===== src/rtl/iccm_arbiter.sv =====
// Two-port arbiter in front of a single-ported ICCM: instruction fetch vs. loader.
// Loader wins contention for up to MAX_BURST consecutive grants, then fetch gets one slot.
//
// owner_q   | meaning
// ----------+------------------------------------------------
// OWN_NONE  | no read issued last cycle (idle, write, reset)
// OWN_FETCH | last-cycle read belongs to fetch port
// OWN_LOAD  | last-cycle read belongs to loader port
module iccm_arbiter #(
    parameter int ADDR_WIDTH = 12,
    parameter int MAX_BURST  = 4
) (
    input  logic                  clk_i,
    input  logic                  rst_ni,
    input  logic                  fetch_en_i,

    input  logic                  f_req_i,
    input  logic [ADDR_WIDTH-1:0] f_addr_i,
    output logic                  f_gnt_o,
    output logic [31:0]           f_rdata_o,
    output logic                  f_rvalid_o,

    input  logic                  l_req_i,
    input  logic                  l_we_i,
    input  logic [ADDR_WIDTH-1:0] l_addr_i,
    input  logic [31:0]           l_wdata_i,
    input  logic [3:0]            l_wmask_i,
    output logic                  l_gnt_o,
    output logic [31:0]           l_rdata_o,
    output logic                  l_rvalid_o,

    output logic                  mem_req_o,
    output logic                  mem_we_o,
    output logic [ADDR_WIDTH-1:0] mem_addr_o,
    output logic [31:0]           mem_wdata_o,
    output logic [3:0]            mem_wmask_o,
    input  logic [31:0]           mem_rdata_i,
    input  logic                  mem_rvalid_i
);

    localparam int              BW          = $clog2(MAX_BURST + 1);
    localparam logic [BW-1:0]   BURST_LIMIT = BW'(MAX_BURST);

    typedef enum logic [1:0] {
        OWN_NONE  = 2'd0,
        OWN_FETCH = 2'd1,
        OWN_LOAD  = 2'd2
    } owner_e;

    owner_e        owner_q;
    logic [BW-1:0] burst_cnt;
    logic          f_elig;
    logic          l_elig;
    logic          contend;
    logic          burst_full;

    always_comb begin
        f_elig     = f_req_i & fetch_en_i;
        l_elig     = l_req_i;
        contend    = f_elig & l_elig;
        burst_full = (burst_cnt == BURST_LIMIT);

        // Grants are held low for the whole reset so the memory sees no traffic.
        f_gnt_o    = rst_ni & f_elig & (~l_elig | burst_full);
        l_gnt_o    = rst_ni & l_elig & ~(contend & burst_full);

        mem_req_o   = f_gnt_o | l_gnt_o;
        mem_we_o    = l_gnt_o & l_we_i;
        mem_addr_o  = f_gnt_o ? f_addr_i : l_addr_i;
        mem_wdata_o = l_gnt_o ? l_wdata_i : '0;
        mem_wmask_o = l_gnt_o ? l_wmask_i : '0;
    end

    always_ff @(posedge clk_i) begin
        if (!rst_ni) begin
            burst_cnt <= '0;
            owner_q   <= OWN_NONE;
        end else begin
            // A loader grant under contention implies burst_cnt < limit, so no overflow.
            if (contend && l_gnt_o)
                burst_cnt <= burst_cnt + BW'(1);
            else
                burst_cnt <= '0;

            if (f_gnt_o)
                owner_q <= OWN_FETCH;
            else if (l_gnt_o && !l_we_i)
                owner_q <= OWN_LOAD;
            else
                owner_q <= OWN_NONE;
        end
    end

    assign f_rvalid_o = mem_rvalid_i & (owner_q == OWN_FETCH);
    assign l_rvalid_o = mem_rvalid_i & (owner_q == OWN_LOAD);
    assign f_rdata_o  = mem_rdata_i;
    assign l_rdata_o  = mem_rdata_i;

endmodule


===== config.mk =====
export PLATFORM = sky130hd
export DESIGN_NAME = iccm_arbiter
export DESIGN_NICKNAME = d
export VERILOG_FILES = /design/src/rtl/iccm_arbiter.sv
export SDC_FILE = /design/constraint.sdc
export NUM_CORES = 1
export LEC_CHECK = 0
export BUFFER_PORTS_ARGS = -buffer_cell sky130_fd_sc_hd__buf_2
export CAP_MARGIN = 20
export CORE_AREA = 2 2 84 86
export DETAILED_ROUTE_END_ITERATION = 6
export DIE_AREA = 0 0 86 88
export PLACE_DENSITY = 0.63
export SLEW_MARGIN = 20
export SYNTH_ARGS = -nofsm -noshare
export SYNTH_HDL_FRONTEND = slang
export SYNTH_SLANG_ARGS = --single-unit

===== constraint.sdc =====
create_clock -name clk_i -period 2.2 [get_ports clk_i]
set_input_delay 0.33 -clock clk_i [delete_from_list [all_inputs] [get_ports clk_i]]
set_output_delay 0.33 -clock clk_i [all_outputs]
set_load 0.01 [all_outputs]

* Yosys cells after proc, flatten, opt, wreduce, memory -nomap -nowiden
Index checks and enable logic that the tools add are counted.
** Operators by class
- Add/subtract/negate cells :: 1
- Equal/unequal tests :: 3
- Mux-type cells :: 5
- Bitwise operators :: 15
- Reduce and logical (&&, ||, !) cells :: 5
** Operators with widths (number)
- 2-to-1 mux 32 bit :: 1
- 2-to-1 mux 12 bit :: 1
- AND 1 bit :: 10
- 2-to-1 mux 4 bit :: 1
- adder 3 x 1 -> 3 bit, second input constant :: 1
- == test 3 bit, second input constant :: 1
- inverter 1 bit :: 3
- == test 2 x 1 -> 1 bit, second input constant :: 1
- == test 2 bit, second input constant :: 1
- logical AND 1 bit :: 2
- 2-to-1 mux 2 bit :: 1
- OR 1 bit :: 2
- AND reduction 2 bit :: 1
- OR reduction 2 bit :: 1
- logical NOT 1 bit :: 1
- 2-to-1 mux 1 bit :: 1
** Word-level totals
- Register bits :: 5
- Input port bits :: 99

* Longest topological paths before layout
Gate-level depths: netlist of the first run.
- Word-level depth :: 8
- Depth in mapped cells :: 6
- Gate-level depth less buffers :: 5

* Least setup slack after synthesis of the first run
No wires, ideal clock.
- Path kind :: reg2out
- Start :: register burst_cnt[0]
- End :: output port mem_addr_o[10]
- Arrival time :: 1.364 ns
- Data required time :: 1.870 ns
- Slack :: 0.506 ns
- Cell stages (with the launch flop) :: 7
- Path buffers :: 1
- Cell sequence :: dfxtp_1 -> inv_1 -> ha_1 -> nand2_1 -> a21oi_4 -> buf_6 -> mux2_1
** On the way
- Longest elaborated chain between the ends :: 4
** Ends and longest elaborated chain
- start: declaration :: line 51 : logic [BW-1:0] burst_cnt;
- start signal: assignment :: line 81 : burst_cnt <= burst_cnt + BW'(1);
- == test 3 bit :: line 61 : burst_full = (burst_cnt == BURST_LIMIT);
- OR 1 bit :: line 64 : f_gnt_o = rst_ni & f_elig & (~l_elig | burst_full);
- AND 1 bit :: line 64
- named net f_gnt_o :: line 19 : output logic f_gnt_o,
- 2-to-1 mux 12 bit :: line 69 : mem_addr_o = f_gnt_o ? f_addr_i : l_addr_i;
- end: declaration :: line 34 : output logic [ADDR_WIDTH-1:0] mem_addr_o,
The timed path passes the listed nets, and every way through them passes these cells.

* Worst setup path in the final report of the first run
- Start :: register burst_cnt[0]
- End :: output port mem_addr_o[9]
** On the way
- Longest elaborated chain between the ends :: 4
** Ends and longest elaborated chain (line)
- == test 3 bit :: 61
- OR 1 bit :: 64
- AND 1 bit :: 64
- 2-to-1 mux 12 bit :: 69
No other way between the ends.

==> qor.log, run 1 <==
[power_and_ir_drop] power share of the clock group 38.7%
[power_and_ir_drop] Pwr Density 313.8 mW/mm^2
[timing] post-route minimum period 1.989 ns
[detailed_routing] count of TritonRoute iterations in the first routing pass 3
[power_and_ir_drop] net load switching power 0.1191 mW
[detailed_routing] count of routing violations after the opening detailed-route iteration 10
[synthesis] dominant synthesized flop cell dfxtp_1
[clock_network] worst-case clock buffer depth 2
[grt] residual overflow from global routing 0
[synthesis] number of different library cells in the post-synthesis netlist 21
[timing] worst setup margin 0.2109 ns
[place] detailed-placement wirelength estimate 2333 microns
[worst_setup_path] Max Fanout on Critical Path 13
[timing] maximum clock frequency 0.5027 GHz
[synthesis] post-synthesis instance area 0.001132 sq mm
[timing] final count of hold timing violations 0
[power_and_ir_drop] Internal Power 0.3156 mW
[hold_path] hold worst-path end owner_q[1]
[clock_network] number of hold buffers added after CTS 0
[clock_network] post_cts resized 0
[power_and_ir_drop] combinational group share of total power 39.7%
[final_layout] total inserted antenna cells 0
[status] result of the run finished, final reports clean
[synthesis] Post-synth top cells buf_4 (65), and2_1 (38), mux2_1 (9)
[floorplanning] area of the die 0.007568 sq mm
[synthesis] most common cell in the netlist buf_4
[synthesis] post-synth net total 246
[final_layout] P&R area growth vs syn 22.32%
[floorplanning] placement row count 30
[detailed_routing] WL/cell 9.621 microns
[timing] headroom to the max-slew limit 82.14%
[synthesis] Synth area leader buf_4
[clock_network] CTS tree done
[clock_network] clock latency reported for the late side of the worst-skew pair 0.22 ns
[final_layout] proportion of layout cells with a drive suffix above 1 64.36%
[detailed_routing] aggregate routed wire length 2713 microns
[floorplanning] die height 88 microns
[synthesis] post-synthesis instance total 145
[synthesis] post-synth top area share 43.09%
[floorplanning] die width 86 microns
[clock_network] clock sinks 5
[job] number of max-cap violations 0
[place] GP Congestion 0.6378
[synthesis] count of flip-flops with a built-in enable after synthesis 0
[final_layout] # fillers 725
[clock_network] CTS root buf clkbuf_8
[synthesis] flip-flop and latch count after synthesis 5
[hold_path] worst hold path type primary input to register
[timing] clk_skew 0.002143 ns
[timing] number of pins exceeding their max-slew limit in the final report 0
[synthesis] synth warn 0
[power_and_ir_drop] P_leak 0.8051 nW
[grt] wire length of the first global-routing pass 3284 microns
[clock_network] H-tree lvl count 1
[hold_path] Cells on Worst Hold Path 2
[clock_network] Post-CTS Setup Inserts 0
[timing] final sum of negative setup slack 0 ns
[power_and_ir_drop] sequential power share 21.6%
[timing] number of endpoints failing setup at the final stage 0
[floorplanning] Placeable Area 0.006644 sq mm
[worst_setup_path] flop2flop setup slack 0.92 ns
[grt] aggregate global-route resource usage 5.514%
[floorplanning] number of top-level pins 217
[grt] pin count of the biggest net entering global routing 40
[worst_setup_path] R2R Path Start burst_cnt[0]
[grt] vias in the first global route 752
[floorplanning] starting density of the core 17.04%
[detailed_routing] DR vias 1016
[grt] antenna violations before repair 0
[detailed_routing] vias per std cell 3.603
[worst_setup_path] number of cells on the critical path 7
[worst_setup_path] gate family responsible for the most delay along the worst path buffers and inverters
[worst_setup_path] cell chain of the critical path inv_1, ha_1, nand2_1, a21oi_4, buf_12, mux2_1, buf_2
[worst_setup_path] kind of start point of the critical path register
[hold_path] worst hold path startpoint l_we_i
[detailed_routing] DRT antenna net count 0
[worst_setup_path] arrival time of data at the critical path endpoint 1.66 ns
[final_layout] number of nets in the layout 304
[place] Post-Place Worst Slack 0.2762 ns
[synthesis] sequential element share of the synthesized area 8.840%
[timing] final worst-path cycle share 90.41%
[worst_setup_path] reg-to-reg endpoint owner_q[1]
[worst_setup_path] Setup crit end kind output port
[worst_setup_path] required time of the worst setup path 1.87 ns
[power_and_ir_drop] worst supply voltage drop on vdd 0.1760 mV
[synthesis] most area-consuming cells after synthesis buf_4 (43%), and2_1 (21%), mux2_1 (9.0%)
[worst_setup_path] Slowest Stage Delay on Critical Path 0.32 ns
[worst_setup_path] CP Class register to output port
[synthesis] asr flop ratio synth 0%
[timing] pin slew with the least headroom to its limit 0.2679 ns
[place] number of I/O port buffers 120
[timing] RSZ-0062 raised after global routing no
[worst_setup_path] number of buffer and inverter stages on the critical path 3
[detailed_routing] DRC errors left 0
[worst_setup_path] path depth of the worst reg2reg path 5
[clock_network] TritonCTS buffer count 3
[clock_network] clock slew at reported path FFs 0.04 ns
[worst_setup_path] cell with the largest stage delay on the worst path dfxtp_1
[power_and_ir_drop] switching share of power 27.40%
[synthesis] syn_area_per_cell 7.809 sq um
## how the worst max path moves through the flow
stage,slack [ns],from,end
2_1_floorplan,0.51,burst_cnt[0],mem_addr_o[10]
3_5_place_dp,0.28,burst_cnt[0],mem_addr_o[1]
6_report,0.21,burst_cnt[0],mem_addr_o[9]
3_3_place_gp,0.32,burst_cnt[0],mem_addr_o[11]
5_1_grt,0.12,burst_cnt[0],mem_addr_o[9]
4_1_cts,0.04,burst_cnt[0],mem_addr_o[9]
## per-stage QoR
| step | util, % | cell area, sq um | total power [mW] | std cells | hold WS, ns |
|---|---|---|---|---|---|
| 2_1_floorplan | - | 1132 | 0.2917 | 145 | 0.4016 |
| 3_3_place_gp | 19.87 | 1320 | 0.2658 | 277 | 0.4355 |
| 3_5_place_dp | 19.87 | 1320 | 0.2677 | 277 | 0.4502 |
| 4_1_cts | 20.55 | 1365 | 0.4442 | 281 | 0.2785 |
| 5_1_grt | 20.85 | 1385 | 0.4686 | 282 | 0.2879 |
| 6_report | 20.85 | 1385 | 0.4347 | 282 | 0.2806 |
## cells in the final DEF, fill, tap and decap left out, drive strengths merged, types with 2 or more instances in the layout
cell type  instances
a21oi              2
and2              38
buf              122
clkbuf             4
dfxtp              5
ha                 2
inv                3
mux2              12
nand2              3
nor2               4
## registers in the layout, indices dropped and copies added, names as in the netlist
name and cells:
owner_q 2, burst_cnt 3
## final cells by class
| type | count | area, sq um | share of cell area, % |
|---|---|---|---|
| tap | 80 | 100.1 | 7.227 |
| timing repair buffer | 122 | 628.1 | 45.35 |
| inverter | 3 | 11.26 | 0.8130 |
| clock buffer | 4 | 45.04 | 3.252 |
| multi-input combinational | 68 | 500.5 | 36.13 |
| sequential | 5 | 100.1 | 7.227 |
## cell families (layout without fill, tap and decap cells)
family | Yosys count | count (layout) | share of synthesized area (%)
AOI/OAI and AO/OA | 4 | 4 | 3.646
xor gates and xnor gates | 1 | 1 | 0.7736
muxes | 12 | 12 | 11.93
and+or+nand+nor | 49 | 49 | 25.64
adders and majority gates | 2 | 2 | 2.210
DFF | 5 | 5 | 8.840
buffers and inverters | 72 | 129 | 46.96
## power groups by stage
stage | clock network, mW | logic [mW] | registers (mW)
after global routing | 0.185 | 0.190 | 0.0940
final | 0.168 | 0.172 | 0.0939
after floorplan | 0 | 0.197 | 0.0950
after CTS | 0.177 | 0.173 | 0.0939
after global placement | 0 | 0.171 | 0.0952
after detailed placement | 0 | 0.172 | 0.0953
## routing by layer
layer  part of all wire [%]  track usage (%)  vias up
met5                      0                0        -
li1                       -                -      501
met4                    5.8            3.319        0
met3                     17            3.582       24
met2                     44            8.527       87
met1                     33            5.596      404
(Power assumes the default switching activity.)
==> inputs of run 2 (changes only) <==
--- a/config.mk
+++ b/config.mk
@@ -5,12 +5,13 @@
 export SDC_FILE = /design/constraint.sdc
 export NUM_CORES = 1
 export LEC_CHECK = 0
+export ABC_AREA = 1
 export BUFFER_PORTS_ARGS = -buffer_cell sky130_fd_sc_hd__buf_2
 export CAP_MARGIN = 20
 export CORE_AREA = 2 2 84 86
 export DETAILED_ROUTE_END_ITERATION = 6
 export DIE_AREA = 0 0 86 88
-export PLACE_DENSITY = 0.63
+export PLACE_DENSITY = 0.66
 export SLEW_MARGIN = 20
 export SYNTH_ARGS = -nofsm -noshare
 export SYNTH_HDL_FRONTEND = slang
==> run 2 against run 1 <==
Compared with the run above: sequential power about the same; critical path depth increased by 1; register-to-register slack got worse by 0.03 ns; maximum frequency increased by 1.9%; global-route usage increased by 2.7 points; first-iteration DRC count increased by 20%; design area increased by 13%.
==> qor.log, run 2 <==
[place] GP Congestion 0.7198 [+13%]
[final_layout] # fillers 768 [+5.9%]
[job] number of max-cap violations 0 [unchanged]
[synthesis] syn_area_per_cell 6.112 sq um [-22%]
[clock_network] Post-CTS Setup Inserts 0 [unchanged]
[final_layout] Top Registers burst_cnt (3), owner_q (2)
[synthesis] Synth area leader buf_4
[final_layout] footprint of the multi-input gates 515.5 sq um [+3.0%]
[synthesis] asr flop ratio synth 0% [unchanged]
[synthesis] complex-gate fraction of the synthesized area 0.3774% [-3.3 points]
[detailed_routing] count of TritonRoute iterations in the first routing pass 2 [-1]
[detailed_routing] count of routing violations after the opening detailed-route iteration 12 [+2]
[final_layout] number of nets in the layout 370 [+22%]
[synthesis] post-synthesis instance area 0.001326 sq mm [+17%]
[timing] final count of hold timing violations 0 [unchanged]
[floorplanning] placement row count 30 [unchanged]
[detailed_routing] DRT antenna net count 0 [unchanged]
[detailed_routing] vias per std cell 3.922 [+8.9%]
[synthesis] flip-flop and latch count after synthesis 5 [unchanged]
[clock_network] number of hold buffers added after CTS 0 [unchanged]
[synthesis] multiplexer share of the synthesized area 0% [-12 points]
[final_layout] max reg flops 3 [unchanged]
[clock_network] clock latency reported for the late side of the worst-skew pair 0.22 ns [about the same]
[clock_network] H-tree lvl count 1 [unchanged]
[worst_setup_path] Max Fanout on Critical Path 14 [+1]
[timing] maximum clock frequency 0.5124 GHz [+1.9%]
[power_and_ir_drop] Pwr Density 296.9 mW/mm^2 [-5.4%]
[synthesis] post-synthesis instance total 217 [+50%]
[timing] clk_skew 0.002939 ns [+0.0007957 ns]
[timing] Fin Hold WS 0.2968 ns [+0.01619 ns]
[timing] final worst-path cycle share 88.70% [-1.7 points]
[synthesis] count of flip-flops with a built-in enable after synthesis 0 [unchanged]
[timing] number of pins exceeding their max-slew limit in the final report 0 [unchanged]
[final_layout] Biggest register burst_cnt
[power_and_ir_drop] worst supply voltage drop on vdd 0.1042 mV [-41%]
[floorplanning] starting density of the core 19.96% [+2.9 points]
[final_layout] proportion of layout cells with a drive suffix above 1 52.61% [-12 points]
[floorplanning] Placeable Area 0.006644 sq mm [unchanged]
[clock_network] clock sinks 5 [unchanged]
[timing] post-route minimum period 1.951 ns [-0.03761 ns]
[synthesis] sequential element share of the synthesized area 7.547% [-1.3 points]
[final_layout] most frequent standard cell in the layout excluding fill and tap cells buf_2
[detailed_routing] DRC errors left 0 [unchanged]
[floorplanning] area of the die 0.007568 sq mm [unchanged]
[clock_network] worst-case clock buffer depth 2 [unchanged]
[hold_path] worst hold path type primary input to register
[place] number of I/O port buffers 120 [unchanged]
[final_layout] total inserted antenna cells 0 [unchanged]
[synthesis] adder-cell area share of the yosys netlist 1.887% [-0.32 points]
[grt] pin count of the biggest net entering global routing 41 [+2.5%]
[synthesis] number of different library cells in the post-synthesis netlist 16 [-24%]
[final_layout] area of all sequential standard cells 100.1 sq um [unchanged]
[detailed_routing] DR vias 1365 [+34%]
[floorplanning] die width 86 microns [unchanged]
[clock_network] CTS tree done
[status] result of the run finished, final reports clean
[worst_setup_path] arrival time of data at the critical path endpoint 1.62 ns [-0.04 ns]
[synthesis] Post-synth top cells buf_4 (65), inv_1 (43), nor3_1 (28)
[timing] pin slew with the least headroom to its limit 0.3006 ns [+0.03264 ns]
[final_layout] P&R area growth vs syn 17.83%
[clock_network] post_cts resized 0 [unchanged]
[timing] final sum of negative setup slack 0 ns [unchanged]
[grt] residual overflow from global routing 0 [unchanged]
[final_layout] most used cells in the layout excluding fill and tap cells buf_2 (120), inv_1 (43), nor3_1 (28)
[detailed_routing] WL/cell 10.43 microns [+8.4%]
[floorplanning] number of top-level pins 217 [unchanged]
[clock_network] clock slew at reported path FFs 0.04 ns [about the same]
[timing] number of endpoints failing setup at the final stage 0 [unchanged]
[synthesis] synth warn 0 [unchanged]
[synthesis] dominant synthesized flop cell dfxtp_1
[synthesis] post-synth net total 318 [+29%]
[clock_network] TritonCTS buffer count 3 [unchanged]
[detailed_routing] aggregate routed wire length 3629 microns [+34%]
[worst_setup_path] Setup crit end kind output port
[worst_setup_path] CP Class register to output port
[floorplanning] die height 88 microns [unchanged]
[synthesis] combinational family with the most area after synthesis buffers and inverters
[synthesis] post-synth top area share 36.79% [-6.3 points]
[final_layout] core utilization of the finished layout 23.52% [+2.7 points]
[grt] antenna violations before repair 0 [unchanged]
[clock_network] CTS root buf clkbuf_8
[timing] RSZ-0062 raised after global routing no
[worst_setup_path] required time of the worst setup path 1.87 ns [about the same]
[place] detailed-placement wirelength estimate 3090 microns [+32%]
[synthesis] post-synthesis share of cell area spent on and, or, nand and nor gates 35.94% [+10 points]
[synthesis] most common cell in the netlist buf_4
[power_and_ir_drop] P_leak 1.018 nW [+26%]
[synthesis] most area-consuming cells after synthesis buf_4 (37%), inv_1 (12%), nor3_1 (11%)
[grt] aggregate global-route resource usage 8.255% [+2.7 points]
[grt] wire length of the first global-routing pass 5023 microns [+53%]
[worst_setup_path] kind of start point of the critical path register
[timing] headroom to the max-slew limit 79.91% [-2.2 points]
[synthesis] xor/xnor share of the synthesized area 0.6604% [-0.11 points]
[grt] vias in the first global route 1138 [+51%]
## run 2: cell count changes after synthesis, sizes merged, moves of 2 or more
cell | before | now
and2 | 38 | 0
mux2 | 12 | 0
a21oi | 2 | 0
buf | 68 | 74
nor2 | 4 | 8
inv | 3 | 43
nand3 | 1 | 13
nor3 | 0 | 38
nand2 | 3 | 31
## run 2: critical path, cell delays in order, from the launching register on
cell and delay, ns:
dfxtp_1 0.34, inv_1 0.05, ha_1 0.19, nand2_2 0.10, nand2_2 0.16, nand2_2 0.26, nand2_1 0.10, nand2_1 0.07
buf_2 0.12
## run 2: cell families after synthesis
family          after synthesis
buf+inv                     118
simple gates                 90
flops                         5
fa+ha+maj                     2
compound gates                1
xor+xnor                      1
## run 2: path summary, 6_finish.rpt
kind	end	cells past startpoint	slack [ns]	start
min	owner_q[1]	2	0.30	l_we_i
max	mem_addr_o[6]	8	0.25	burst_cnt[0]
min reg2reg	burst_cnt[0]	1	0.44	burst_cnt[0]
max reg2reg	owner_q[0]	6	0.89	burst_cnt[0]
## run 2: cell type report
cell class              instances  share of cell area [%]
repair buffers                122                   40.99
well taps                      80                   6.405
clock buffers                   4                   2.882
flip-flops and latches          5                   6.405
inverters                      43                   10.33
multi-input cells              94                   32.99
## run 2: power breakdown
part / internal (mW) / switching, mW / leakage, nW
Clock: 0.124 / 0.0426 / 0.0228
Sequential: 0.0930 / 0.000944 / 0.0406
Combinational: 0.0999 / 0.103 / 0.955
Total: 0.317 / 0.147 / 1.02
## run 2: per-layer routing
layer	global-route usage [%]	wire length [microns]
met5	0	0
met1	6.835	1113
met2	16.07	1742
met4	5.628	182
met3	3.110	591
## run 2: metrics by stage
| step | area [sq um] | worst slack (ns) | cells | power [mW] |
|---|---|---|---|---|
| after global placement | 1518 | 0.5085 | 344 | 0.2981 |
| after global routing | 1563 | 0.06972 | 348 | 0.4987 |
| after detailed placement | 1518 | 0.4436 | 344 | 0.3011 |
| after floorplan | 1326 | 0.7286 | 217 | 0.3124 |
| final | 1563 | 0.2485 | 348 | 0.4640 |
| after CTS | 1563 | 0.2164 | 348 | 0.4748 |
==> inputs of run 3 (changes only) <==
--- a/config.mk
+++ b/config.mk
@@ -8,10 +8,12 @@
 export ABC_AREA = 1
 export BUFFER_PORTS_ARGS = -buffer_cell sky130_fd_sc_hd__buf_2
 export CAP_MARGIN = 20
-export CORE_AREA = 2 2 84 86
+export CELL_PAD_IN_SITES_DETAIL_PLACEMENT = 1
+export CELL_PAD_IN_SITES_GLOBAL_PLACEMENT = 1
+export CORE_MARGIN = 2
+export CORE_UTILIZATION = 17
 export DETAILED_ROUTE_END_ITERATION = 6
-export DIE_AREA = 0 0 86 88
-export PLACE_DENSITY = 0.66
+export PLACE_DENSITY = 0.93
 export SLEW_MARGIN = 20
 export SYNTH_ARGS = -nofsm -noshare
 export SYNTH_HDL_FRONTEND = slang
==> run 3 against run 2 <==
Compared with the run above: clock skew fell by 0.0018 ns; sequential power barely moved; setup slack got worse by 0.052 ns; design area rose by 0.96%; maximum frequency fell by 2.6%; count of clock-buffer cells in the layout did not move; clock power rose by 4%; sequential cell count did not move; via count rose by 3.6%; critical path type unchanged.
==> qor.log, run 3 (synthesized netlist as in run 2, its figures left out) <==
[worst_setup_path] CP Class register to output port
[job] number of max-cap violations 0 [unchanged]
[worst_setup_path] Setup crit end kind output port
[worst_setup_path] flop2flop setup slack 0.85 ns [-0.04 ns]
[floorplanning] die height 92.33 microns [+4.9%]
[detailed_routing] DR vias 1414 [+3.6%]
[floorplanning] die width 92.33 microns [+7.4%]
[floorplanning] area of the die 0.008524 sq mm [+13%]
[worst_setup_path] number of buffer and inverter stages on the critical path 2 [unchanged]
[clock_network] H-tree lvl count 1 [unchanged]
[final_layout] most used cells in the layout excluding fill and tap cells buf_2 (120), inv_1 (43), nor3_1 (28)
[detailed_routing] DRT antenna net count 0 [unchanged]
[timing] number of pins exceeding their max-slew limit in the final report 0 [unchanged]
[timing] post-route minimum period 2.003 ns [+0.05158 ns]
[place] detailed-placement wirelength estimate 3526 microns [+14%]
[floorplanning] placement row count 32 [+6.7%]
[power_and_ir_drop] power share of the clock group 36.6% [+0.7 points]
[status] result of the run finished, final reports clean
[worst_setup_path] gate family responsible for the most delay along the worst path simple AND/OR/NAND/NOR gates
[final_layout] number of nets in the layout 370 [unchanged]
[clock_network] number of hold buffers added after CTS 0 [unchanged]
[grt] wire length of the first global-routing pass 6375 microns [+27%]
[final_layout] proportion of layout cells with a drive suffix above 1 52.61% [unchanged]
[worst_setup_path] required time of the worst setup path 1.87 ns [about the same]
[hold_path] worst hold path type primary input to register
[floorplanning] Placeable Area 0.007647 sq mm [+15%]
[timing] pin slew with the least headroom to its limit 0.4574 ns [+0.1568 ns]
[worst_setup_path] cell with the largest stage delay on the worst path dfxtp_1
[clock_network] worst-case clock buffer depth 2 [unchanged]
[detailed_routing] count of TritonRoute iterations in the first routing pass 4 [+2]
[final_layout] Top Registers burst_cnt (3), owner_q (2)
[grt] pin count of the biggest net entering global routing 41 [unchanged]
[floorplanning] number of top-level pins 217 [unchanged]
[timing] maximum clock frequency 0.4992 GHz [-2.6%]
[clock_network] clock sinks 5 [unchanged]
[timing] clk_skew 0.001137 ns [-0.001802 ns]
[worst_setup_path] most frequent CP cell nand2_2
[grt] vias in the first global route 1430 [+26%]
[worst_setup_path] cell chain of the critical path inv_1, ha_1, nand2_2, nand2_2, nand2_2, nand2_1, nand2_1, buf_2
[detailed_routing] DRC errors left 0 [unchanged]
[clock_network] TritonCTS buffer count 3 [unchanged]
[timing] final count of hold timing violations 0 [unchanged]
[worst_setup_path] Max Fanout on Critical Path 14 [unchanged]
[place] number of I/O port buffers 120 [unchanged]
[final_layout] max reg flops 3 [unchanged]
[worst_setup_path] arrival time of data at the critical path endpoint 1.67 ns [+0.05 ns]
[final_layout] most frequent standard cell in the layout excluding fill and tap cells buf_2
[clock_network] CTS root buf clkbuf_8
[clock_network] CTS tree done
[grt] residual overflow from global routing 0 [unchanged]
[worst_setup_path] kind of start point of the critical path register
[floorplanning] starting density of the core 17.34% [-2.6 points]
[final_layout] # fillers 1010 [+32%]
[power_and_ir_drop] combinational group share of total power 43.6% [-0.2 points]
[power_and_ir_drop] P_leak 1.012 nW [-0.55%]
[detailed_routing] vias per std cell 3.822 [-2.6%]
[power_and_ir_drop] switching share of power 33.54% [+1.9 points]
[detailed_routing] count of routing violations after the opening detailed-route iteration 23 [+11]
[timing] number of endpoints failing setup at the final stage 0 [unchanged]
[worst_setup_path] Slowest Stage Delay on Critical Path 0.35 ns [about the same]
[timing] headroom to the max-slew limit 69.51% [-10 points]
[final_layout] P&R area growth vs syn 18.96%
[clock_network] post_cts resized 0 [unchanged]
[clock_network] Post-CTS Setup Inserts 0 [unchanged]
[grt] antenna violations before repair 0 [unchanged]
[power_and_ir_drop] worst supply voltage drop on vdd 0.1324 mV [+27%]
[timing] RSZ-0062 raised after global routing no
[timing] final worst-path cycle share 91.05% [+2.3 points]
[place] GP Congestion 0.7185 [-0.18%]
[final_layout] Biggest register burst_cnt
[clock_network] clock latency reported for the late side of the worst-skew pair 0.22 ns [about the same]
[power_and_ir_drop] Pwr Density 300.5 mW/mm^2 [+1.2%]
[timing] final sum of negative setup slack 0 ns [unchanged]
[power_and_ir_drop] total power after layout 0.4741 mW [+2.2%]
[final_layout] total inserted antenna cells 0 [unchanged]
[detailed_routing] WL/cell 10.92 microns [+4.7%]
[power_and_ir_drop] Internal Power 0.3151 mW [-0.62%]
[detailed_routing] aggregate routed wire length 4041 microns [+11%]
[grt] aggregate global-route resource usage 8.945% [+0.69 points]
[clock_network] clock slew at reported path FFs 0.04 ns [about the same]
[power_and_ir_drop] sequential power share 19.8% [-0.5 points]
[power_and_ir_drop] net load switching power 0.1590 mW [+8.2%]
==> run 3: metrics by stage <==
stage | hold slack [ns] | utilization (%) | area (sq um) | setup slack [ns] | std cells
after floorplan | 0.4088 | - | 1326 | 0.7286 | 217
after global placement | 0.4297 | 20.04 | 1533 | 0.5165 | 366
after detailed placement | 0.4620 | 20.04 | 1533 | 0.4162 | 366
after CTS | 0.2908 | 20.63 | 1578 | 0.1716 | 370
after global routing | 0.3065 | 20.63 | 1578 | 0.01983 | 370
final | 0.2927 | 20.63 | 1578 | 0.1970 | 370
==> run 3: per-layer routing <==
metal / up-vias / part of all wire (%) / GRT usage [%]
met4: 0 / 5.4 / 5.597
met1: 595 / 34 / 8.444
met3: 30 / 11 / 2.034
met5: - / 0 / 0
li1: 690 / - / -
met2: 99 / 49 / 17.21
==> run 3: worst register-to-register path, cell delays in order, from the launching register on <==
cell and delay (ns):
dfxtp_1 0.35, inv_1 0.06, ha_1 0.20, nand2_2 0.11, nand2_2 0.17, nand2_2 0.27
inv_1 0.07
==> run 3: final timing paths <==
kind         cells after the start             to          from
max                              8  mem_addr_o[8]  burst_cnt[0]
min                              2     owner_q[1]        l_we_i
max reg2reg                      6     owner_q[0]  burst_cnt[0]
min reg2reg                      1   burst_cnt[0]  burst_cnt[0]
==> run 3: layout make-up <==
class                           instances  area, sq um  share of cell area, %
Tap cell                              102        127.6                  8.089
Sequential cell                         5        100.1                  6.344
Timing Repair Buffer                  122        628.1                  39.81
Multi-Input combinational cell         94        515.5                  32.67
Inverter                               43        161.4                  10.23
Clock buffer                            4        45.04                  2.855
==> run 3: power by group through the flow <==
stage / sequential [mW] / clock (mW) / combinational, mW
6_report: 0.0940 / 0.174 / 0.207
3_3_place_gp: 0.0952 / 0 / 0.202
2_1_floorplan: 0.0951 / 0 / 0.217
4_1_cts: 0.0940 / 0.181 / 0.211
3_5_place_dp: 0.0955 / 0 / 0.209
5_1_grt: 0.0941 / 0.185 / 0.231
